==> src/rtl/gpr_pkg.sv <==
// Shared sizing and types for the general-register write bank.
package gpr_pkg;

  localparam int unsigned DATA_W   = 32;
  localparam int unsigned ADDR_W   = 5;
  localparam int unsigned NUM_REGS = 1 << ADDR_W;

  localparam logic [ADDR_W-1:0] ZERO_REG = 5'd0;

  typedef logic [DATA_W-1:0] gpr_t;
  typedef logic [ADDR_W-1:0] gpr_addr_t;

endpackage

==> src/rtl/gpr_write_decoder.sv <==
// One-hot register-select decoder with enable; GR0 is never selected.
module gpr_write_decoder
  import gpr_pkg::*;
#(
  parameter int unsigned ADDR_W   = gpr_pkg::ADDR_W,
  parameter int unsigned NUM_REGS = 2 ** ADDR_W
) (
  input  logic                i_en,
  input  logic [ADDR_W-1:0]   i_addr,
  output logic [NUM_REGS-1:0] o_onehot
);

  always_comb begin
    o_onehot = '0;
    if (i_en) o_onehot[i_addr] = 1'b1;
    o_onehot[ZERO_REG] = 1'b0;
  end

endmodule

==> src/rtl/gpr_write_bank.sv <==
// GPR storage, write decode and busy scoreboard driving the read-mux bus.
// Optional same-cycle write bypass onto the outputs: GPR_WRITE_BYPASS_EN.
module gpr_write_bank
  import gpr_pkg::*;
#(
  parameter int unsigned       DATA_W    = gpr_pkg::DATA_W,
  parameter int unsigned       ADDR_W    = gpr_pkg::ADDR_W,
  parameter int unsigned       NUM_REGS  = 2 ** ADDR_W,
  parameter logic [DATA_W-1:0] RESET_VAL = '0
) (
  input  logic                         clk,
  input  logic                         rst,
  input  logic                         wr_en,
  input  logic [ADDR_W-1:0]            wr_addr,
  input  logic [DATA_W-1:0]            wr_data,
  input  logic                         iss_en,
  input  logic [ADDR_W-1:0]            iss_addr,
  output logic [NUM_REGS*DATA_W-1:0]   regs_flat,
  output logic [NUM_REGS-1:0]          busy,
  output logic                         wr_collide
);

  logic [NUM_REGS-1:0] w_wr_hot;
  logic [NUM_REGS-1:0] w_iss_hot;
  logic [DATA_W-1:0]   r_regs [NUM_REGS];
  logic [NUM_REGS-1:0] r_busy;
  logic                r_wr_collide;

  gpr_write_decoder #(
    .ADDR_W  (ADDR_W),
    .NUM_REGS(NUM_REGS)
  ) u_wr_dec (
    .i_en    (wr_en),
    .i_addr  (wr_addr),
    .o_onehot(w_wr_hot)
  );

  gpr_write_decoder #(
    .ADDR_W  (ADDR_W),
    .NUM_REGS(NUM_REGS)
  ) u_iss_dec (
    .i_en    (iss_en),
    .i_addr  (iss_addr),
    .o_onehot(w_iss_hot)
  );

  // Entry 0 and busy bit 0 are only ever cleared, so they stay constant zero.
  always_ff @(posedge clk or posedge rst) begin
    if (rst) begin
      for (int unsigned n = 0; n < NUM_REGS; n++) begin
        r_regs[n] <= (n == 0) ? '0 : RESET_VAL;
      end
      r_busy       <= '0;
      r_wr_collide <= 1'b0;
    end else begin
      for (int unsigned n = 1; n < NUM_REGS; n++) begin
        if (w_wr_hot[n]) r_regs[n] <= wr_data;
        if (w_iss_hot[n])     r_busy[n] <= 1'b1;
        else if (w_wr_hot[n]) r_busy[n] <= 1'b0;
      end
      r_wr_collide <= |(w_wr_hot & ~r_busy);
    end
  end

  always_comb begin
    regs_flat = '0;
    busy      = r_busy;
    for (int unsigned n = 0; n < NUM_REGS; n++) begin
      regs_flat[n*DATA_W +: DATA_W] = r_regs[n];
`ifdef GPR_WRITE_BYPASS_EN
      if (w_wr_hot[n]) begin
        regs_flat[n*DATA_W +: DATA_W] = wr_data;
        busy[n]                       = w_iss_hot[n];
      end
`endif
    end
  end

  assign wr_collide = r_wr_collide;

endmodule

==> config.mk <==
export PLATFORM = sky130hd
export DESIGN_NAME = gpr_write_bank
export DESIGN_NICKNAME = d
export VERILOG_FILES = /design/src/rtl/gpr_pkg.sv /design/src/rtl/gpr_write_decoder.sv /design/src/rtl/gpr_write_bank.sv
export SDC_FILE = /design/constraint.sdc
export NUM_CORES = 2
export LEC_CHECK = 0
export ABC_CLOCK_PERIOD_IN_PS = 111100
export CORE_AREA = 3 3 432 434
export DETAILED_ROUTE_END_ITERATION = 16
export DIE_AREA = 0 0 435 437
export PLACE_DENSITY = 0.44
export SLEW_MARGIN = 10
export SYNTH_ARGS = -nofsm -noshare
export SYNTH_HDL_FRONTEND = slang
export SYNTH_SLANG_ARGS = --single-unit
==> constraint.sdc <==
create_clock -name clk -period 111.1 [get_ports clk]
set_input_delay 22.22 -clock clk [delete_from_list [all_inputs] [get_ports clk]]
set_output_delay 22.22 -clock clk [all_outputs]
set_load 0.05 [all_outputs]
==> flow_summary.yaml <==
clocking:
  cts_sinks: 1024
  cts_resized: 0
  clockBufferDepth: 3
  insertion_delay_ns: 0.77
  cts_tree: "yes"
  postCtsSetupBuffers: 0
  root_buffer: "clkbuf_16"
  cts_made_buffers: 121
  htreeDepth: 3
  hold_buffers: 0
  path_clk_slew_ns: 0.06
timing:
  hold_violations: 0
  fin_skew_ns: 0.0168
  worst_pin_slew_ns: 1.07
  min_period_over_period: 0.223
  setup_total_negative_slack_ns: 0
  slew_violations: 0
  layout_min_cycle_time_ns: 24.73
  relSlewSlack: 0.287
  rsz0062_at_grt: "false"
  max_freq_mhz: 40.4
  setup_viol: 0
setup_path:
  r2r_end: "wr_collide"
  start_kind: "input pin"
  slowest_delay_ns: 0.85
  crit_required_ns: 111.74
  rr_worst_depth: 5
  end_kind: "register"
  cp_data_arrival_time_ns: 25.37
  path_cells: "clkdlybuf4s50_1 -> nor2b_1 -> nand3_4 -> mux2_2"
  setup.worst_path.class: "input pin to register"
  critPathSlowestCell: "nand3_4"
  cp_max_fo: 34
  startpoint: "wr_en"
  r2r_slack_ns: 109.07
  regToRegStartpoint: "busy[8]"
synth:
  avgSynthCellArea_um2: 16.3
  yosys_warnings: 33
  synthAdderAreaFrac: 0
  synth_common_cells: "1024 x dfrtp_1, 950 x mux2_2, 99 x clkbuf_1, 88 x buf_2, 42 x buf_4"
  synth-compound-area-share: 0.00887
  synth_top_family_by_area: "multiplexers"
  synth_top_area_frac: 0.656
  synth-seq-area-share: 0.656
  synth_cell_type_count: 46
  synth-seq-cells: 1024
  yosys.area.top_type: "dfrtp_1"
  syn_inst: 2401
  synthXorXnorAreaFrac: 0
  async_flop_share: 1.00
  synth.most_common_cell: "dfrtp_1"
  synthMuxAreaShare: 0.288
  synth-simple-area-share: 0.0154
  ys.flop_type: "dfrtp_1"
  synth_area_leaders: "dfrtp_1 66%, mux2_2 27%, buf_2 1.1%"
  synthesis.area_um2: 39100
  synth_edf_count: 0
grt:
  grt_pass1_wl_um: 226000
  grt-ovfl-total: 0
  grt_use_total: 0.169
  grt_max_degree: 152
  antenna_found_initial: 11
  grt_pass1_vias: 25800
cells_and_area:
  drive_gt1_frac: 0.358
  syn2layout_area_growth_pct: 43.8
  regArea_um2: 25600
  multi_input_area_um2: 12500
  n_fill_cell: 18500
  final_area_um2: 56200
  final_nets: 3486
  fin_cells: 6000
die:
  rows: 157
  start_util: 0.214
  coreArea_um2: 183000
  die_x_um: 435
  die_area_um2: 190000
  io-pin-count: 1103
  chipHeight_um: 437
route:
  firstDrtPassIters: 4
  dr_total_vias: 24900
  wl_per_cell_um: 27.5
  drtAntennaViolNets: 0
  drc: 0
  wl_um: 165000
  drt_iter0_markers: 1128
  vias_per_cell: 4.15
placed_design:
  gp_congestion: 0.739
  portBuffers: 1069
  placed_cell_area_um2: 52200
  place_inst: 5781
  dp_hpwl_um: 113000
pwr:
  p_sw_frac: 0.401
  power.share.clock: 0.279
  p_per_area_nw_per_um2: 25.4
  intPower_uw: 856
  peakVddDrop_v: 0.0000153
  p_seq_frac: 0.340
  p_switching_uw: 573
  power_leakage_uw: 0.0245
  combPwrFrac: 0.380
hold_path:
  hold_start: "regs_flat[489]"
  holdPathEnd: "regs_flat[489]"
  whs_path_depth: 1
  hold_path.class: "register to register"
run:
  maxCapViolCount: 0
outcome:
  status: "finished, final reports clean"
[through the flow]
stage	total power [uW]	util	worst slack [ns]	hold slack [ns]
6_report	1430	0.307	86.37	0.485
5_1_grt	1480	0.307	86.27	0.502
4_1_cts	1450	0.307	86.45	0.490
3_5_place_dp	1040	0.285	85.57	0.476
3_3_place_gp	1040	0.285	85.63	0.470
2_1_floorplan	827	-	60.06	0.762
[placed cells by master, fill, tap and decap left out, drive strengths merged, types with 4 or more instances in the layout]
cell	instances
clkdlybuf4s50	1046
dfrtp	1024
mux2	992
clkbuf	191
buf	74
conb	33
nor2	18
nand2	18
a22o	14
o21ai	14
clkinv	13
inv	12
o22ai	10
nand3	8
nor2b	6
bufinv	6
nor3	5
nor3b	5
diode	4
nand3b	4
or2	4
nand4	4
[critical path: cells and delay by family]
family	cells	cell delay, ns
buffers and inverters	1	0.82
multiplexers	1	0.58
AND/OR/NAND/NOR	2	1.64
[power by group through the flow]
stage	clock network [uW]	logic [uW]	registers (uW)
floorplan	0	79.3	748
global placement	0	549	490
detailed placement	0	550	493
CTS	414	550	487
global route	428	559	496
finish	399	543	486
[logic make-up (layout without fill, tap and decap cells)]
logic type / Yosys count / after routing
compound gates: 49 / 49
other cells: 1 / 37
flops: 1024 / 1024
buf+inv: 245 / 1344
simple gates: 88 / 88
mux: 994 / 994
[area by class of cell]
| cell class | count | area share |
|---|---|---|
| Timing Repair Buffer | 1120 | 0.196 |
| Antenna cell | 4 | 0.000178 |
| Multi-Input combinational cell | 1164 | 0.222 |
| Clock inverter | 24 | 0.00590 |
| Clock buffer | 191 | 0.0645 |
| Sequential cell | 1024 | 0.456 |
| Inverter | 9 | 0.000735 |
| Tap cell | 2464 | 0.0549 |
[worst max-delay path by stage]
stage | end | slack (ns) | cells after the start
CTS | regs_flat[120] | 86.45 | 4
finish | regs_flat[152] | 86.37 | 4
global route | regs_flat[86] | 86.27 | 4
floorplan | busy[10] | 60.06 | 1
detailed placement | regs_flat[120] | 85.57 | 4
global placement | regs_flat[124] | 85.63 | 4
[layer usage]
layer	vias to the layer above	part of all wire	global-route usage
li1	10500	-	-
met1	13400	0.39	0.192
met2	831	0.51	0.299
met3	197	0.070	0.0566
met4	4	0.030	0.0497
met5	-	0.00019	0
[state kept, by name, summed over array words and instances, names as in the netlist]
signal	count
busy	31
regs_flat	992
wr_collide	1
Note: power is estimated with default switching activity, not from simulation.
